`config.mk`:
```
export PLATFORM = sky130hd
export DESIGN_NAME = pit_access_master_flat
export DESIGN_NICKNAME = d
export VERILOG_FILES = /design/src/rtl/pit_access_master_if.sv /design/src/rtl/pit_access_master.sv /design/src/flat_wrapper.sv
export SDC_FILE = /design/constraint.sdc
export NUM_CORES = 1
export LEC_CHECK = 0
export BUFFER_PORTS_ARGS = -buffer_cell sky130_fd_sc_hd__buf_2
export CORE_MARGIN = 8
export CORE_UTILIZATION = 58
export DETAILED_ROUTE_END_ITERATION = 8
export HOLD_SLACK_MARGIN = 0.02
export PLACE_DENSITY = 0.84
export SYNTH_ARGS = -nofsm -noshare
export SYNTH_HDL_FRONTEND = slang
export SYNTH_SLANG_ARGS = --single-unit
export TNS_END_PERCENT = 5
```
`constraint.sdc`:
```
create_clock -name clk -period 3.7 [get_ports clk]
set_input_delay 0.74 -clock clk [delete_from_list [all_inputs] [get_ports clk]]
set_output_delay 0.74 -clock clk [all_outputs]
set_load 0.005 [all_outputs]
```
`src/rtl/pit_access_master_if.sv`:
```
// Command, response and timer I/O window signals of pit_access_master.
// The master modport is the sequencer side; slave is the requester/timer side.
interface pit_access_master_if;
    logic        cmd_valid;
    logic        cmd_ready;
    logic [1:0]  cmd_op;
    logic [1:0]  cmd_counter;
    logic [2:0]  cmd_mode;
    logic        cmd_bcd;
    logic [15:0] cmd_value;
    logic        rsp_valid;
    logic        rsp_error;
    logic [15:0] rsp_data;
    logic [1:0]  io_address;
    logic        io_write;
    logic        io_read;
    logic [7:0]  io_writedata;
    logic [7:0]  io_readdata;

    modport master (
        input  cmd_valid, cmd_op, cmd_counter, cmd_mode, cmd_bcd, cmd_value, io_readdata,
        output cmd_ready, rsp_valid, rsp_error, rsp_data,
        output io_address, io_write, io_read, io_writedata
    );

    modport slave (
        output cmd_valid, cmd_op, cmd_counter, cmd_mode, cmd_bcd, cmd_value, io_readdata,
        input  cmd_ready, rsp_valid, rsp_error, rsp_data,
        input  io_address, io_write, io_read, io_writedata
    );
endinterface

```
`src/rtl/pit_access_master.sv`:
```
// Turns program / read-count / read-status commands into 8254 byte-serial I/O sequences.
// Optional LSB-only (RW=01) handling is enabled by defining PIT_ACCESS_SHORT_EN.
module pit_access_master #(
    parameter int unsigned ACCESS_GAP = 1
) (
    input  logic                clk,
    input  logic                rst,
    pit_access_master_if.master bus
);
    localparam int unsigned GAP_W      = 4;
    localparam int unsigned NUM_CTR    = 3;
    localparam logic [GAP_W-1:0] GAP_RELOAD = GAP_W'(ACCESS_GAP - 1);

    localparam logic [1:0] OP_PROG   = 2'd0;
    localparam logic [1:0] OP_COUNT  = 2'd1;
    localparam logic [1:0] OP_STATUS = 2'd2;
    localparam logic [1:0] OP_ERR    = 2'd3;
    localparam logic [1:0] CTRL_PORT = 2'd3;
    localparam logic [1:0] BAD_CTR   = 2'd3;

    typedef enum logic [2:0] {
        S_IDLE,
        S_CTRL,
        S_GAP,
        S_BYTE_L,
        S_BYTE_H,
        S_RESP
    } state_t;

    state_t             state_q, state_d;
    logic [GAP_W-1:0]   gap_cnt_q, gap_cnt_d;
    logic               hi_phase_q, hi_phase_d;
    logic [1:0]         op_q, op_d;
    logic [1:0]         ctr_q, ctr_d;
    logic [15:0]        value_q, value_d;
    logic               single_q, single_d;
    logic [7:0]         lsb_q, lsb_d;
    logic [NUM_CTR-1:0] short_q, short_d;

    logic               cmd_ready_q, cmd_ready_d;
    logic               rsp_valid_q, rsp_valid_d;
    logic               rsp_error_q, rsp_error_d;
    logic [15:0]        rsp_data_q, rsp_data_d;
    logic [1:0]         io_address_q, io_address_d;
    logic               io_write_q, io_write_d;
    logic               io_read_q, io_read_d;
    logic [7:0]         io_writedata_q, io_writedata_d;

    logic               accept_c;
    logic               cmd_err_c;
    logic               prog_short_c;
    logic               cnt_short_c;
    logic               single_c;
    logic [7:0]         ctrl_byte_c;

    // Decode the incoming command into its control-port byte and sequence length.
    always_comb begin
        accept_c     = bus.cmd_valid && cmd_ready_q;
        cmd_err_c    = (bus.cmd_op == OP_ERR) || (bus.cmd_counter == BAD_CTR);
        prog_short_c = 1'b0;
        cnt_short_c  = 1'b0;
        ctrl_byte_c  = 8'h00;
        single_c     = 1'b0;
`ifdef PIT_ACCESS_SHORT_EN
        prog_short_c = (bus.cmd_value[15:8] == 8'h00);
        for (int i = 0; i < int'(NUM_CTR); i++) begin
            if (bus.cmd_counter == 2'(i)) begin
                cnt_short_c = short_q[i];
            end
        end
`endif
        case (bus.cmd_op)
            OP_PROG: begin
                ctrl_byte_c = {bus.cmd_counter, (prog_short_c ? 2'b01 : 2'b11),
                               bus.cmd_mode, bus.cmd_bcd};
                single_c    = prog_short_c;
            end
            OP_COUNT: begin
                ctrl_byte_c = {bus.cmd_counter, 6'b000000};
                single_c    = cnt_short_c;
            end
            OP_STATUS: begin
                ctrl_byte_c = 8'hE0 | (8'h02 << bus.cmd_counter);
                single_c    = 1'b1;
            end
            default: begin
                ctrl_byte_c = 8'h00;
                single_c    = 1'b0;
            end
        endcase
    end

    // Next-state and registered-output logic; strobes are set on entry to their state.
    always_comb begin
        state_d        = state_q;
        gap_cnt_d      = gap_cnt_q;
        hi_phase_d     = hi_phase_q;
        op_d           = op_q;
        ctr_d          = ctr_q;
        value_d        = value_q;
        single_d       = single_q;
        lsb_d          = lsb_q;
        short_d        = short_q;
        rsp_valid_d    = 1'b0;
        rsp_error_d    = 1'b0;
        rsp_data_d     = rsp_data_q;
        io_address_d   = io_address_q;
        io_write_d     = 1'b0;
        io_read_d      = 1'b0;
        io_writedata_d = io_writedata_q;

        case (state_q)
            S_IDLE: begin
                if (accept_c) begin
                    op_d     = bus.cmd_op;
                    ctr_d    = bus.cmd_counter;
                    value_d  = bus.cmd_value;
                    single_d = single_c;
                    if (cmd_err_c) begin
                        state_d     = S_RESP;
                        rsp_valid_d = 1'b1;
                        rsp_error_d = 1'b1;
                        rsp_data_d  = 16'h0000;
                    end else begin
                        state_d        = S_CTRL;
                        io_write_d     = 1'b1;
                        io_address_d   = CTRL_PORT;
                        io_writedata_d = ctrl_byte_c;
                        if (bus.cmd_op == OP_PROG) begin
                            for (int i = 0; i < int'(NUM_CTR); i++) begin
                                if (bus.cmd_counter == 2'(i)) begin
                                    short_d[i] = prog_short_c;
                                end
                            end
                        end
                    end
                end
            end
            S_CTRL: begin
                state_d    = S_GAP;
                hi_phase_d = 1'b0;
                gap_cnt_d  = GAP_RELOAD;
            end
            S_GAP: begin
                if (gap_cnt_q == '0) begin
                    state_d      = hi_phase_q ? S_BYTE_H : S_BYTE_L;
                    io_address_d = ctr_q;
                    if (op_q == OP_PROG) begin
                        io_write_d     = 1'b1;
                        io_writedata_d = hi_phase_q ? value_q[15:8] : value_q[7:0];
                    end else begin
                        io_read_d = 1'b1;
                    end
                end else begin
                    gap_cnt_d = gap_cnt_q - GAP_W'(1);
                end
            end
            S_BYTE_L: begin
                // io_readdata is only valid in the cycle our read strobe is high.
                lsb_d = bus.io_readdata;
                if (single_q) begin
                    state_d     = S_RESP;
                    rsp_valid_d = 1'b1;
                    rsp_data_d  = (op_q == OP_PROG) ? 16'h0000 : {8'h00, bus.io_readdata};
                end else begin
                    state_d    = S_GAP;
                    hi_phase_d = 1'b1;
                    gap_cnt_d  = GAP_RELOAD;
                end
            end
            S_BYTE_H: begin
                state_d     = S_RESP;
                rsp_valid_d = 1'b1;
                rsp_data_d  = (op_q == OP_PROG) ? 16'h0000 : {bus.io_readdata, lsb_q};
            end
            S_RESP: begin
                state_d = S_IDLE;
            end
            default: begin
                state_d = S_IDLE;
            end
        endcase

        cmd_ready_d = (state_d == S_IDLE);
    end

    always_ff @(posedge clk or posedge rst) begin
        if (rst) begin
            state_q        <= S_IDLE;
            gap_cnt_q      <= '0;
            hi_phase_q     <= 1'b0;
            op_q           <= OP_PROG;
            ctr_q          <= 2'd0;
            value_q        <= 16'h0000;
            single_q       <= 1'b0;
            lsb_q          <= 8'h00;
            short_q        <= '0;
            cmd_ready_q    <= 1'b1;
            rsp_valid_q    <= 1'b0;
            rsp_error_q    <= 1'b0;
            rsp_data_q     <= 16'h0000;
            io_address_q   <= 2'd0;
            io_write_q     <= 1'b0;
            io_read_q      <= 1'b0;
            io_writedata_q <= 8'h00;
        end else begin
            state_q        <= state_d;
            gap_cnt_q      <= gap_cnt_d;
            hi_phase_q     <= hi_phase_d;
            op_q           <= op_d;
            ctr_q          <= ctr_d;
            value_q        <= value_d;
            single_q       <= single_d;
            lsb_q          <= lsb_d;
            short_q        <= short_d;
            cmd_ready_q    <= cmd_ready_d;
            rsp_valid_q    <= rsp_valid_d;
            rsp_error_q    <= rsp_error_d;
            rsp_data_q     <= rsp_data_d;
            io_address_q   <= io_address_d;
            io_write_q     <= io_write_d;
            io_read_q      <= io_read_d;
            io_writedata_q <= io_writedata_d;
        end
    end

    assign bus.cmd_ready    = cmd_ready_q;
    assign bus.rsp_valid    = rsp_valid_q;
    assign bus.rsp_error    = rsp_error_q;
    assign bus.rsp_data     = rsp_data_q;
    assign bus.io_address   = io_address_q;
    assign bus.io_write     = io_write_q;
    assign bus.io_read      = io_read_q;
    assign bus.io_writedata = io_writedata_q;
endmodule
```
`src/flat_wrapper.sv`:
```
// flat-port wrapper written by rule: the top's interface ports become plain ports
module pit_access_master_flat 
#(
    parameter int unsigned ACCESS_GAP = 1
)
  (clk, rst, bus_cmd_valid, bus_cmd_op, bus_cmd_counter, bus_cmd_mode, bus_cmd_bcd, bus_cmd_value, bus_io_readdata, bus_cmd_ready, bus_rsp_valid, bus_rsp_error, bus_rsp_data, bus_io_address, bus_io_write, bus_io_read, bus_io_writedata);
  pit_access_master_if bus_i ();
  input  logic clk;
  input  logic rst;
  input wire logic [$bits(bus_i.cmd_valid)-1:0] bus_cmd_valid;
  input wire logic [$bits(bus_i.cmd_op)-1:0] bus_cmd_op;
  input wire logic [$bits(bus_i.cmd_counter)-1:0] bus_cmd_counter;
  input wire logic [$bits(bus_i.cmd_mode)-1:0] bus_cmd_mode;
  input wire logic [$bits(bus_i.cmd_bcd)-1:0] bus_cmd_bcd;
  input wire logic [$bits(bus_i.cmd_value)-1:0] bus_cmd_value;
  input wire logic [$bits(bus_i.io_readdata)-1:0] bus_io_readdata;
  output wire logic [$bits(bus_i.cmd_ready)-1:0] bus_cmd_ready;
  output wire logic [$bits(bus_i.rsp_valid)-1:0] bus_rsp_valid;
  output wire logic [$bits(bus_i.rsp_error)-1:0] bus_rsp_error;
  output wire logic [$bits(bus_i.rsp_data)-1:0] bus_rsp_data;
  output wire logic [$bits(bus_i.io_address)-1:0] bus_io_address;
  output wire logic [$bits(bus_i.io_write)-1:0] bus_io_write;
  output wire logic [$bits(bus_i.io_read)-1:0] bus_io_read;
  output wire logic [$bits(bus_i.io_writedata)-1:0] bus_io_writedata;
  assign bus_i.cmd_valid = bus_cmd_valid;
  assign bus_i.cmd_op = bus_cmd_op;
  assign bus_i.cmd_counter = bus_cmd_counter;
  assign bus_i.cmd_mode = bus_cmd_mode;
  assign bus_i.cmd_bcd = bus_cmd_bcd;
  assign bus_i.cmd_value = bus_cmd_value;
  assign bus_i.io_readdata = bus_io_readdata;
  assign bus_cmd_ready = bus_i.cmd_ready;
  assign bus_rsp_valid = bus_i.rsp_valid;
  assign bus_rsp_error = bus_i.rsp_error;
  assign bus_rsp_data = bus_i.rsp_data;
  assign bus_io_address = bus_i.io_address;
  assign bus_io_write = bus_i.io_write;
  assign bus_io_read = bus_i.io_read;
  assign bus_io_writedata = bus_i.io_writedata;
  pit_access_master #(.ACCESS_GAP(ACCESS_GAP)) u_core (.clk(clk), .rst(rst), .bus(bus_i));
endmodule
```
### Yosys cells after proc, flatten, opt, wreduce, memory -nomap -nowiden

Index checks and enable logic that the tools add are counted.

* register bits after elaboration: 68

* shifts and indexed selects: 1
* equality and inequality tests: 16
* multiplexer cells: 42
* reductions and logical operators: 17
* add/subtract/negate cells: 1

Operators with widths (number)
* two-way mux 16 bit: 4
* two-way mux 8 bit: 6
* case mux 16 bit (3 select lines): 1
* case mux 8 bit (3 select lines): 1
* case mux 8 bit (2 select lines): 1
* two-way mux 3 bit: 5
* case mux 3 bit (5 select lines): 1
* two-way mux 1 bit: 13
* case mux 4 bit (3 select lines): 1
* != test 2 x 1 -> 1 bit (second input constant): 5
* two-way mux 4 bit: 2
* AND reduction 4 bit: 2
* equality test 2 bit (second input constant): 3
* equality test 3 x 2 -> 1 bit (second input constant): 2
* zero test 3 bit: 2
* two-way mux 2 bit: 3
* != test 2 bit (second input constant): 3
* nonzero test 3 bit: 2
* AND reduction 5 bit: 1
* left shift 2 x 2 -> 5 bit (first input constant): 1
* zero test 2 bit: 2
* zero test 4 bit: 1
* case mux 1 bit (2 select lines): 2
* case mux 2 bit (2 select lines): 1
* 10 further kinds: 12

### Logic depth before layout (Yosys ltp)

Gate-level depths: netlist of run 1.

* depth in word-level cells: 6
* gate-level depth with buffers: 6
* gate-level depth less buffers: 6

### Worst setup path before layout of run 1

OpenSTA, ideal clock, no wires.

* kind: input-to-reg
* from: input port bus_cmd_op[1]
* to: register u_core.io_writedata_q[0] (netlist: u_core.bus.io_writedata[0])
* setup time: 0.125 ns
* arrival: 1.795 ns
* path slack: 1.780 ns
* buffers on the path: 1
* data required time: 3.575 ns
* cell stages on the path: 5
* path through: buf_2 nand2_1 and2_1 a22oi_4 mux2_2

* cells in the longest elaborated chain, start to end: 5
* elaborated cells on any way between the ends: 11

RTL lines
* from (decl): line flat_wrapper.sv:11 `input wire logic [$bits(bus_i.cmd_op)-1:0] bus_cmd_op;`
* equality test 2 bit, or another cell as far along: line pit_access_master.sv:72 `case (bus.cmd_op)`
* case mux 8 bit (3 select lines): line pit_access_master.sv:72
* two-way mux 8 bit: line pit_access_master.sv:119 `if (cmd_err_c) begin`
* two-way mux 8 bit: line pit_access_master.sv:114 `if (accept_c) begin`
* case mux 8 bit (2 select lines): line pit_access_master.sv:112 `case (state_q)`
* to (signal assigned): line pit_access_master.sv:223 `io_writedata_q <= io_writedata_d;`
* to (decl): line pit_access_master.sv:47 `logic [7:0] io_writedata_q, io_writedata_d;`

Several ways; a longest one is shown, not always the timed one. The select of a mux whose other input is x is not followed.
A chain may end at the register's enable or synchronous reset.

### Worst setup path in the final report of run 1

* from: register u_core.state_q[1]
* to: register u_core.single_q

* cells in the longest elaborated chain, start to end: 2

RTL lines
* from (decl): line pit_access_master.sv:30 `state_t state_q, state_d;`
* from (signal assigned): line pit_access_master.sv:207 `state_q <= state_d;`
* zero test 3 bit: line pit_access_master.sv:112
* AND reduction 2 bit (no line)
* to (signal assigned): line pit_access_master.sv:213 `single_q <= single_d;`
* to (decl): line pit_access_master.sv:36 `logic single_q, single_d;`

Every way passes these cells.

==> results.toml, run 1 <==
[global_routing]
grt_first_pass_wirelength_mm = 10.96
first_global_vias = 2270
grt_antenna_before_repair = 0
grt_max_degree = 26
grt.total_usage = 0.1821
grt-ovfl-total = 0

[floorplan]
io-pin-count = 66
fp.dieH_um = 88.78
die_x_um = 88.78
rows = 26
start_util = 0.6014
floorplan.die_area_um2 = 7881
floorplan.core_area_um2 = 5107

[synthesis]
synth_enable_flop_cells = 0
yosysSeqAreaShare = 0.5544
mappedNetlistNets = 287
synth_most_common_cell = "sky130_fd_sc_hd__dfrtp_1"
netlist_area_um2 = 3072
yosysWarningCount = 0
synth.top_cells.by_count = "sky130_fd_sc_hd__dfrtp_1 (67), sky130_fd_sc_hd__mux2_2 (36), sky130_fd_sc_hd__nand2_1 (19)"
postSynthRegisterBits = 68
synthTopCellsByArea = "sky130_fd_sc_hd__dfrtp_1 (55%), sky130_fd_sc_hd__mux2_2 (13%), sky130_fd_sc_hd__mux2i_1 (2.6%)"
ys_dominant_reg_cell = "sky130_fd_sc_hd__dfrtp_1"
netlist_instances = 250
synth_top_cell_area_share = 0.5458
synth.avg_cell_area_um2 = 12.29
async_flop_share = 1.000
synth_top_area_cell = "sky130_fd_sc_hd__dfrtp_1"
synth_cell_types = 46

[clock_network]
worstSkewPairLatency_ps = 330
clock_tree.buffer_depth = 2
clockRootBuffer = "sky130_fd_sc_hd__clkbuf_8"
cts_tree = "yes"
clock_buffer_count_from_cts = 9
clock-sinks = 68
cts.reportedPaths.clkPinSlew_ps = 70
clock_tree.htree_level_count = 3
post_cts.repair.setup_buffers = 0
cells_resized_by_post_cts_repair = 0
cts_hold_buffers = 0

[sta]
fin_tns_setup_ps = 0
finish_stage_setup_viols = 0
clock.fmax_ghz = 0.4560
setup_repair_after_global_routing_missed_its_margin = "false"
finalCritPeriodShare = 0.5927
worstMarginPinSlew_ps = 616.8
hold_violation_count_in_the_final_report = 0
report.final.slew_viol_count = 0
fin_skew_ps = 6.194
max-slew-margin-rel = 0.5879
finalCriticalPeriod_ps = 2193

[drt]
routedWlPerCell_um = 17.11
antenna_left = 0
detailroute.via_count = 2162
routed_wirelength_mm = 6.655
drt_first_pass_iters = 4
detail_route.iter0.violations = 156
vias_per_cell = 5.558
route.detailed.drc = 0

[power]
powerDensity_nw_per_um2 = 830.0
leak_uw = 0.001789
max-vdd-ir-drop_mv = 0.4530

[critical_path]
end_kind = "flop"
path_class = "flop to flop"
cp-start-kind = "flop"
worst_r2r_startpoint = "u_core.state_q[1]"
ff2ff_setup_slack_ps = 1510
timing.critical_path.fanout_max = 15
worstPathRequired_ps = 3910
worst_r2r_endpoint = "u_core.single_q"
worst-endpoint-arrival_ps = 2400
worst_r2r_path_depth = 4

[placed_design]
gpl.final_weighted_congestion = 0.8075
placed_area_um2 = 3431
port-buffer-count = 65
hpwl_mm = 4.635

[layout]
area_growth_syn_to_layout_pct = 17.88
antenna_cells = 0
nets = 353
post_route_cell_area_um2 = 3621
n_fill_cell = 388
drive_above_1_share = 0.4044

[job]
maxCapViolCount = 0

[worst_hold_path]
min-delay-path-class = "input pin to asynchronous set/reset pin"

[run_status]
status = "completed"
power by group:
| group | switching (uW) | internal, uW | leakage, uW |
|---|---|---|---|
| combinational | 517 | 566 | 0.000843 |
| sequential | 238 | 1090 | 0.000848 |
| clock | 255 | 340 | 0.0000983 |
how the worst max path moves through the flow:
| stage | slack (ps) | cells past startpoint | end | startpoint |
|---|---|---|---|---|
| after floorplan | 1250 | 1 | u_core.bus.io_address[0] | rst |
| after global placement | 1350 | 5 | u_core.value_q[0] | bus_cmd_valid |
| after detailed placement | 1330 | 5 | u_core.op_q[1] | bus_cmd_valid |
| after CTS | 1500 | 4 | u_core.single_q | u_core.state_q[0] |
| after global routing | 1390 | 4 | u_core.single_q | u_core.state_q[0] |
| final | 1510 | 4 | u_core.single_q | u_core.state_q[1] |
area by class of cell:
| type | instances | area [um2] | share of cell area |
|---|---|---|---|
| repair buffers | 69 | 355.3 | 0.09813 |
| well taps | 70 | 87.58 | 0.02419 |
| flip-flops and latches | 68 | 1703 | 0.4703 |
| multi-input cells | 159 | 1251 | 0.3455 |
| inverters | 9 | 33.78 | 0.009330 |
| clock buffers | 12 | 155.1 | 0.04285 |
| clock inverters | 2 | 35.03 | 0.009675 |
cell usage in the layout (no fill, tap or decap), types with 4 or more instances in the layout:
cell type,netlist,final
sky130_fd_sc_hd__a22oi_1,7,7
sky130_fd_sc_hd__nor3b_1,4,4
sky130_fd_sc_hd__mux2_2,36,36
sky130_fd_sc_hd__mux2i_1,8,8
sky130_fd_sc_hd__inv_1,9,8
sky130_fd_sc_hd__a21oi_1,11,11
sky130_fd_sc_hd__buf_2,5,65
sky130_fd_sc_hd__clkbuf_8,0,11
sky130_fd_sc_hd__nor2_1,9,9
sky130_fd_sc_hd__dfrtp_1,67,67
sky130_fd_sc_hd__o21ai_0,14,14
sky130_fd_sc_hd__a22o_1,9,9
sky130_fd_sc_hd__nand2_1,19,19
sky130_fd_sc_hd__buf_4,3,4
worst max-delay path: stages, from the launching register on:
cell                       delay (ps)
sky130_fd_sc_hd__dfrtp_1          520
sky130_fd_sc_hd__nor4bb_4         350
sky130_fd_sc_hd__nor2b_2          530
sky130_fd_sc_hd__buf_4            320
sky130_fd_sc_hd__mux2_2           360
sequential cells by signal, summed over array words and instances (netlist names):
register	flops
u_core.hi_phase_q	1
u_core.bus.rsp_valid	1
u_core.bus.io_read	1
u_core.state_q	3
u_core.gap_cnt_q	4
u_core.single_q	1
u_core.lsb_q	8
u_core.value_q	16
u_core.bus.io_writedata	8
u_core.bus.cmd_ready	1
u_core.bus.io_write	1
u_core.ctr_q	2
u_core.bus.rsp_data	16
u_core.bus.io_address	2
u_core.op_q	2
u_core.bus.rsp_error	1
metrics by stage:
stage	util	total power, uW	setup WS [ps]	cells	hold slack [ps]
after detailed placement	0.6717	2420	1327	375	468.1
after global placement	0.6717	2361	1346	375	455.8
after floorplan	-	2089	1250	250	450.2
after CTS	0.7090	3031	1503	389	430.2
final	0.7090	3005	1507	389	429.2
after global routing	0.7090	3213	1392	389	456.6
routing by layer:
| layer | vias to the layer above | wire, um | GRT usage |
|---|---|---|---|
| met5 | - | 0 | 0 |
| met4 | 0 | 121 | 0.08449 |
| met3 | 16 | 224 | 0.03528 |
| met2 | 60 | 3385 | 0.2999 |
| met1 | 1052 | 2924 | 0.2243 |
| li1 | 1034 | - | - |
cell families after synthesis:
logic type                 count (synthesis)  synth area share
xor gates and xnor gates                   1          0.002852
DFF                                       68            0.5544
buffers and inverters                     23           0.03910
AOI/OAI and AO/OA                         59            0.1352
and+or+nand+nor                           53            0.1022
adders and majority gates                  2          0.008145
muxes                                     44            0.1580
(Power assumes the default switching activity.)
==> run 2, diff against run 1 <==
--- a/config.mk
+++ b/config.mk
@@ -7,10 +7,10 @@
 export LEC_CHECK = 0
 export BUFFER_PORTS_ARGS = -buffer_cell sky130_fd_sc_hd__buf_2
 export CORE_MARGIN = 8
-export CORE_UTILIZATION = 58
+export CORE_UTILIZATION = 54
 export DETAILED_ROUTE_END_ITERATION = 8
 export HOLD_SLACK_MARGIN = 0.02
-export PLACE_DENSITY = 0.84
+export PLACE_DENSITY = 0.79
 export SYNTH_ARGS = -nofsm -noshare
 export SYNTH_HDL_FRONTEND = slang
 export SYNTH_SLANG_ARGS = --single-unit
==> constraint.sdc (replaced) <==
create_clock -name clk -period 2.12 [get_ports clk]
set_input_delay 0.424 -clock clk [delete_from_list [all_inputs] [get_ports clk]]
set_output_delay 0.424 -clock clk [all_outputs]
set_load 0.005 [all_outputs]
==> results.toml, run 2 (same netlist as run 1, synthesis figures left out) <==
[drt]
detail_route.iter0.violations = 114
antenna_left = 0
routed_wirelength_mm = 6.537
drt_first_pass_iters = 4
route.detailed.drc = 0
detailroute.via_count = 2137
routedWlPerCell_um = 16.47
vias_per_cell = 5.383

[run_status]
status = "completed"

[clock_network]
cts_tree = "yes"
cells_resized_by_post_cts_repair = 0
clock-sinks = 68
clock_buffer_count_from_cts = 9
worstSkewPairLatency_ps = 330
clock_tree.htree_level_count = 3
cts.reportedPaths.clkPinSlew_ps = 70
cts_hold_buffers = 0
clockRootBuffer = "sky130_fd_sc_hd__clkbuf_8"
clock_tree.buffer_depth = 2

[power]
power.total_uw = 5302
max-vdd-ir-drop_mv = 0.7922
powerDensity_nw_per_um2 = 1439
leak_uw = 0.001812

[layout]
drive_above_1_share = 0.4092
area_growth_syn_to_layout_pct = 19.92
register_area_um2 = 1703
post_route_cell_area_um2 = 3684
instances_no_fill = 397
layout.cells.most_common_list = "sky130_fd_sc_hd__dfrtp_1 (67), sky130_fd_sc_hd__buf_2 (65), sky130_fd_sc_hd__mux2_2 (36), sky130_fd_sc_hd__nand2_1 (19), sky130_fd_sc_hd__o21ai_0 (14)"
footprint_of_the_multi_input_gates_um2 = 1251
antenna_cells = 0
nets = 358
layout_commonest_cell = "sky130_fd_sc_hd__dfrtp_1"
n_fill_cell = 415

[sta]
setup_repair_after_global_routing_missed_its_margin = "false"
worstMarginPinSlew_ps = 617.8
report.final.slew_viol_count = 0
finish_stage_setup_viols = 0
postLayoutSetupSlackWorst_ps = 218.9
finalCriticalPeriod_ps = 1901
fin_skew_ps = 4.362
max-slew-margin-rel = 0.5881
hold_violation_count_in_the_final_report = 0
finalCritPeriodShare = 0.8968
clock.fmax_ghz = 0.5260
fin_tns_setup_ps = 0

[floorplan]
io-pin-count = 66
die_x_um = 91.42
floorplan.core_area_um2 = 5507
floorplan.die_area_um2 = 8358
start_util = 0.5578
fp.dieH_um = 91.42
rows = 27

[critical_path]
worst-endpoint-arrival_ps = 2150
end_kind = "flop"
cp-start-kind = "flop"
worstPathRequired_ps = 2370
timing.critical_path.fanout_max = 4
ff2ff_setup_slack_ps = 220
worst_r2r_startpoint = "u_core.gap_cnt_q[0]"
worst_r2r_path_depth = 7
path_class = "flop to flop"
worst_r2r_endpoint = "u_core.gap_cnt_q[0]"

[global_routing]
grt_antenna_before_repair = 0
grt_max_degree = 32
grt-ovfl-total = 0
first_global_vias = 2288
grt_first_pass_wirelength_mm = 11.08
grt.total_usage = 0.1638

[placed_design]
placed_area_um2 = 3492
place_ws_ps = 211.5
placed_cells_incl_taps = 381
hpwl_mm = 4.708
gpl.final_weighted_congestion = 0.7917
port-buffer-count = 65

[worst_hold_path]
min-delay-path-class = "input pin to asynchronous set/reset pin"

[job]
maxCapViolCount = 0
## run 2: worst max-delay path by stage
stage | from | endpoint | slack [ps] | cells past startpoint
3_3_place_gp | u_core.gap_cnt_q[0] | u_core.gap_cnt_q[3] | 270 | 6
2_1_floorplan | u_core.gap_cnt_q[0] | u_core.gap_cnt_q[3] | 350 | 6
6_report | u_core.gap_cnt_q[0] | u_core.gap_cnt_q[0] | 220 | 7
5_1_grt | u_core.state_q[1] | u_core.bus.rsp_data[6] | 130 | 5
4_1_cts | u_core.gap_cnt_q[0] | u_core.gap_cnt_q[3] | 180 | 6
3_5_place_dp | u_core.gap_cnt_q[0] | u_core.gap_cnt_q[3] | 210 | 6
## run 2: layout make-up
| type | count | share of cell area |
|---|---|---|
| flip-flops and latches | 68 | 0.4623 |
| multi-input cells | 159 | 0.3397 |
| repair buffers | 74 | 0.1135 |
| clock buffers | 13 | 0.04042 |
| well taps | 72 | 0.02446 |
| inverters | 9 | 0.01019 |
| clock inverters | 2 | 0.009511 |
## run 2: repair_timing
action	CTS	global route
endpoints found under the hold margin	0	0
buffers inserted	0	1
setup endpoints to repair	0	1
## run 2: metrics by stage
stage	hold slack [ps]	utilization
global route	72.35	0.6689
global placement	407.7	0.6342
floorplan	450.2	-
CTS	43.22	0.6676
detailed placement	408.0	0.6342
finish	51.64	0.6689
## run 2: critical path, stage by stage (launching register included)
cell	delay [ps]
sky130_fd_sc_hd__dfrtp_1	390
sky130_fd_sc_hd__inv_1	100
sky130_fd_sc_hd__ha_1	160
sky130_fd_sc_hd__or3b_2	530
sky130_fd_sc_hd__o211ai_1	330
sky130_fd_sc_hd__buf_4	180
sky130_fd_sc_hd__nand2_1	50
sky130_fd_sc_hd__o21ai_0	80
## run 2: per-layer routing
metal	global-route usage	part of all wire	vias to the layer above
met5	0	0	-
met4	0.07776	0.017	0
met3	0.04280	0.042	10
met2	0.2677	0.50	40
met1	0.1965	0.44	1045
li1	-	-	1042
## run 2: power by group
group / leakage, uW / switching [uW] / internal (uW)
logic: 0.000871 / 920 / 1060
registers: 0.000848 / 398 / 1900
clock network: 0.0000935 / 455 / 569
==> run 3, diff against run 2 <==
==> constraint.sdc (replaced) <==
create_clock -name clk -period 2.12 [get_ports clk]
set_input_delay 0.212 -clock clk [delete_from_list [all_inputs] [get_ports clk]]
set_output_delay 0.212 -clock clk [all_outputs]
set_load 0.005 [all_outputs]
==> results.toml, run 3 (same netlist as run 1, synthesis figures left out) <==
[sta]
hold_slack_ps = 99.54
hold_violation_count_in_the_final_report = 0
fin_tns_setup_ps = 0
setup_repair_after_global_routing_missed_its_margin = "false"
report.final.slew_viol_count = 0
finalCritPeriodShare = 0.9189
max-slew-margin-rel = 0.6008
finish_stage_setup_viols = 0
finalCriticalPeriod_ps = 1948
clock.fmax_ghz = 0.5133
fin_skew_ps = 5.216
worstMarginPinSlew_ps = 598.8

[drt]
vias_per_cell = 5.386
route.detailed.drc = 0
detail_route.iter0.violations = 91
detailroute.via_count = 2133
drt_first_pass_iters = 4
routed_wirelength_mm = 6.363
antenna_left = 0
routedWlPerCell_um = 16.07

[global_routing]
globalRouteMet2Util = 0.2593
busiest_layer = "met2"
grt_antenna_before_repair = 0
grt-ovfl-total = 0
grt_max_degree = 45
grt_util_met1 = 0.1840
grt.met3_usage = 0.05103
grt_first_pass_wirelength_mm = 10.61
grt.total_usage = 0.1574
first_global_vias = 2217

[worst_hold_path]
whs_endpoint = "u_core.value_q[0]"
min-delay-path-class = "input pin to flop"
timing.hold.worst.start = "bus_cmd_value[0]"
min_path_cells = 2

[critical_path]
timing.critical_path.slowest_stage_cell = "sky130_fd_sc_hd__or3b_2"
end_kind = "flop"
largest_stage_delay_on_the_critical_path_ps = 530
timing.critical_path.fanout_max = 6
largest_delay_contributor_family_on_the_critical_path = "compound AO/OA/AOI/OAI gates"
worstPathRequired_ps = 2390
worst_r2r_startpoint = "u_core.gap_cnt_q[0]"
crit_path_cell_trace = "inv_1 > ha_1 > or3b_2 > o211ai_1 > o21ai_0 > a21oi_1"
worstPathBufferInverterCount = 1
cp-start-kind = "flop"
worst_r2r_path_depth = 6
ff2ff_setup_slack_ps = 170
worst-endpoint-arrival_ps = 2210
critical_path_cell_count = 6
path_class = "flop to flop"
worst_r2r_endpoint = "u_core.gap_cnt_q[3]"

[clock_network]
clock_tree.buffer_depth = 2
post_cts.repair.setup_buffers = 0
cts_hold_buffers = 1
worstSkewPairLatency_ps = 340
clock_tree.htree_level_count = 3
cells_resized_by_post_cts_repair = 0
cts_tree = "yes"
clock_buffer_count_from_cts = 9
clock-sinks = 68
clockRootBuffer = "sky130_fd_sc_hd__clkbuf_8"
cts.reportedPaths.clkPinSlew_ps = 70

[floorplan]
io-pin-count = 66
floorplan.core_area_um2 = 5507
start_util = 0.5578
floorplan.die_area_um2 = 8358
fp.dieH_um = 91.42
rows = 27
die_x_um = 91.42

[layout]
nets = 356
register_area_um2 = 1703
footprint_of_the_multi_input_gates_um2 = 1251
antenna_cells = 0
area_growth_syn_to_layout_pct = 21.55
layout.cells.most_common_list = "sky130_fd_sc_hd__dfrtp_1 (67), sky130_fd_sc_hd__buf_2 (65), sky130_fd_sc_hd__mux2_2 (36), sky130_fd_sc_hd__nand2_1 (19), sky130_fd_sc_hd__o21ai_0 (14)"
instances_no_fill = 396
layout_commonest_cell = "sky130_fd_sc_hd__dfrtp_1"
drive_above_1_share = 0.4105
n_fill_cell = 421

[placed_design]
port-buffer-count = 65
placed_cells_incl_taps = 379
gpl.final_weighted_congestion = 0.7990
hpwl_mm = 4.469

[power]
max-vdd-ir-drop_mv = 0.7744
leak_uw = 0.001839
powerDensity_nw_per_um2 = 1485

[run_status]
status = "completed"

[job]
maxCapViolCount = 0
-- run 3: changes by cell type in the layout (fill, tap and decap cells not counted), sizes merged --
cell,change
bufinv,+2
clkbuf,-1
dlygate4sd3,+1
clkinvlp,-1
buf,-3
inv,+1
-- run 3: report_power, final --
group | switching, uW | total [uW] | internal (uW)
registers | 397 | 2300 | 1900
logic | 906 | 1940 | 1030
clock network | 463 | 1310 | 844
total | 1770 | 5540 | 3780
-- run 3: cell type report --
class / instances / area share
flip-flops and latches: 68 / 0.4561
inverters: 9 / 0.009048
clock buffers: 12 / 0.04156
multi-input cells: 159 / 0.3351
repair buffers: 72 / 0.1086
clock inverters: 4 / 0.02547
well taps: 72 / 0.02413
-- run 3: worst max path at each step --
| stage | slack [ps] | start | end |
|---|---|---|---|
| CTS | 150 | u_core.gap_cnt_q[0] | u_core.gap_cnt_q[3] |
| finish | 170 | u_core.gap_cnt_q[0] | u_core.gap_cnt_q[3] |
| floorplan | 200 | rst | u_core.bus.io_address[0] |
| global route | 40 | u_core.gap_cnt_q[1] | u_core.gap_cnt_q[3] |
| detailed placement | 170 | u_core.gap_cnt_q[0] | u_core.gap_cnt_q[3] |
| global placement | 280 | u_core.gap_cnt_q[0] | u_core.gap_cnt_q[3] |
-- run 3: per-stage QoR --
stage	cell area [um2]	setup WS, ps	utilization	total power, uW
2_1_floorplan	3072	198.1	-	3646
3_3_place_gp	3473	282.5	0.6308	4181
3_5_place_dp	3473	169.2	0.6308	4269
4_1_cts	3734	153.3	0.6780	5598
5_1_grt	3734	40.10	0.6780	5920
6_report	3734	171.9	0.6780	5544
-- run 3: layer usage --
layer / vias to the layer above / part of all wire
met5: - / 0
met4: 0 / 0.016
met3: 9 / 0.039
met2: 37 / 0.51
met1: 1047 / 0.44
li1: 1040 / -
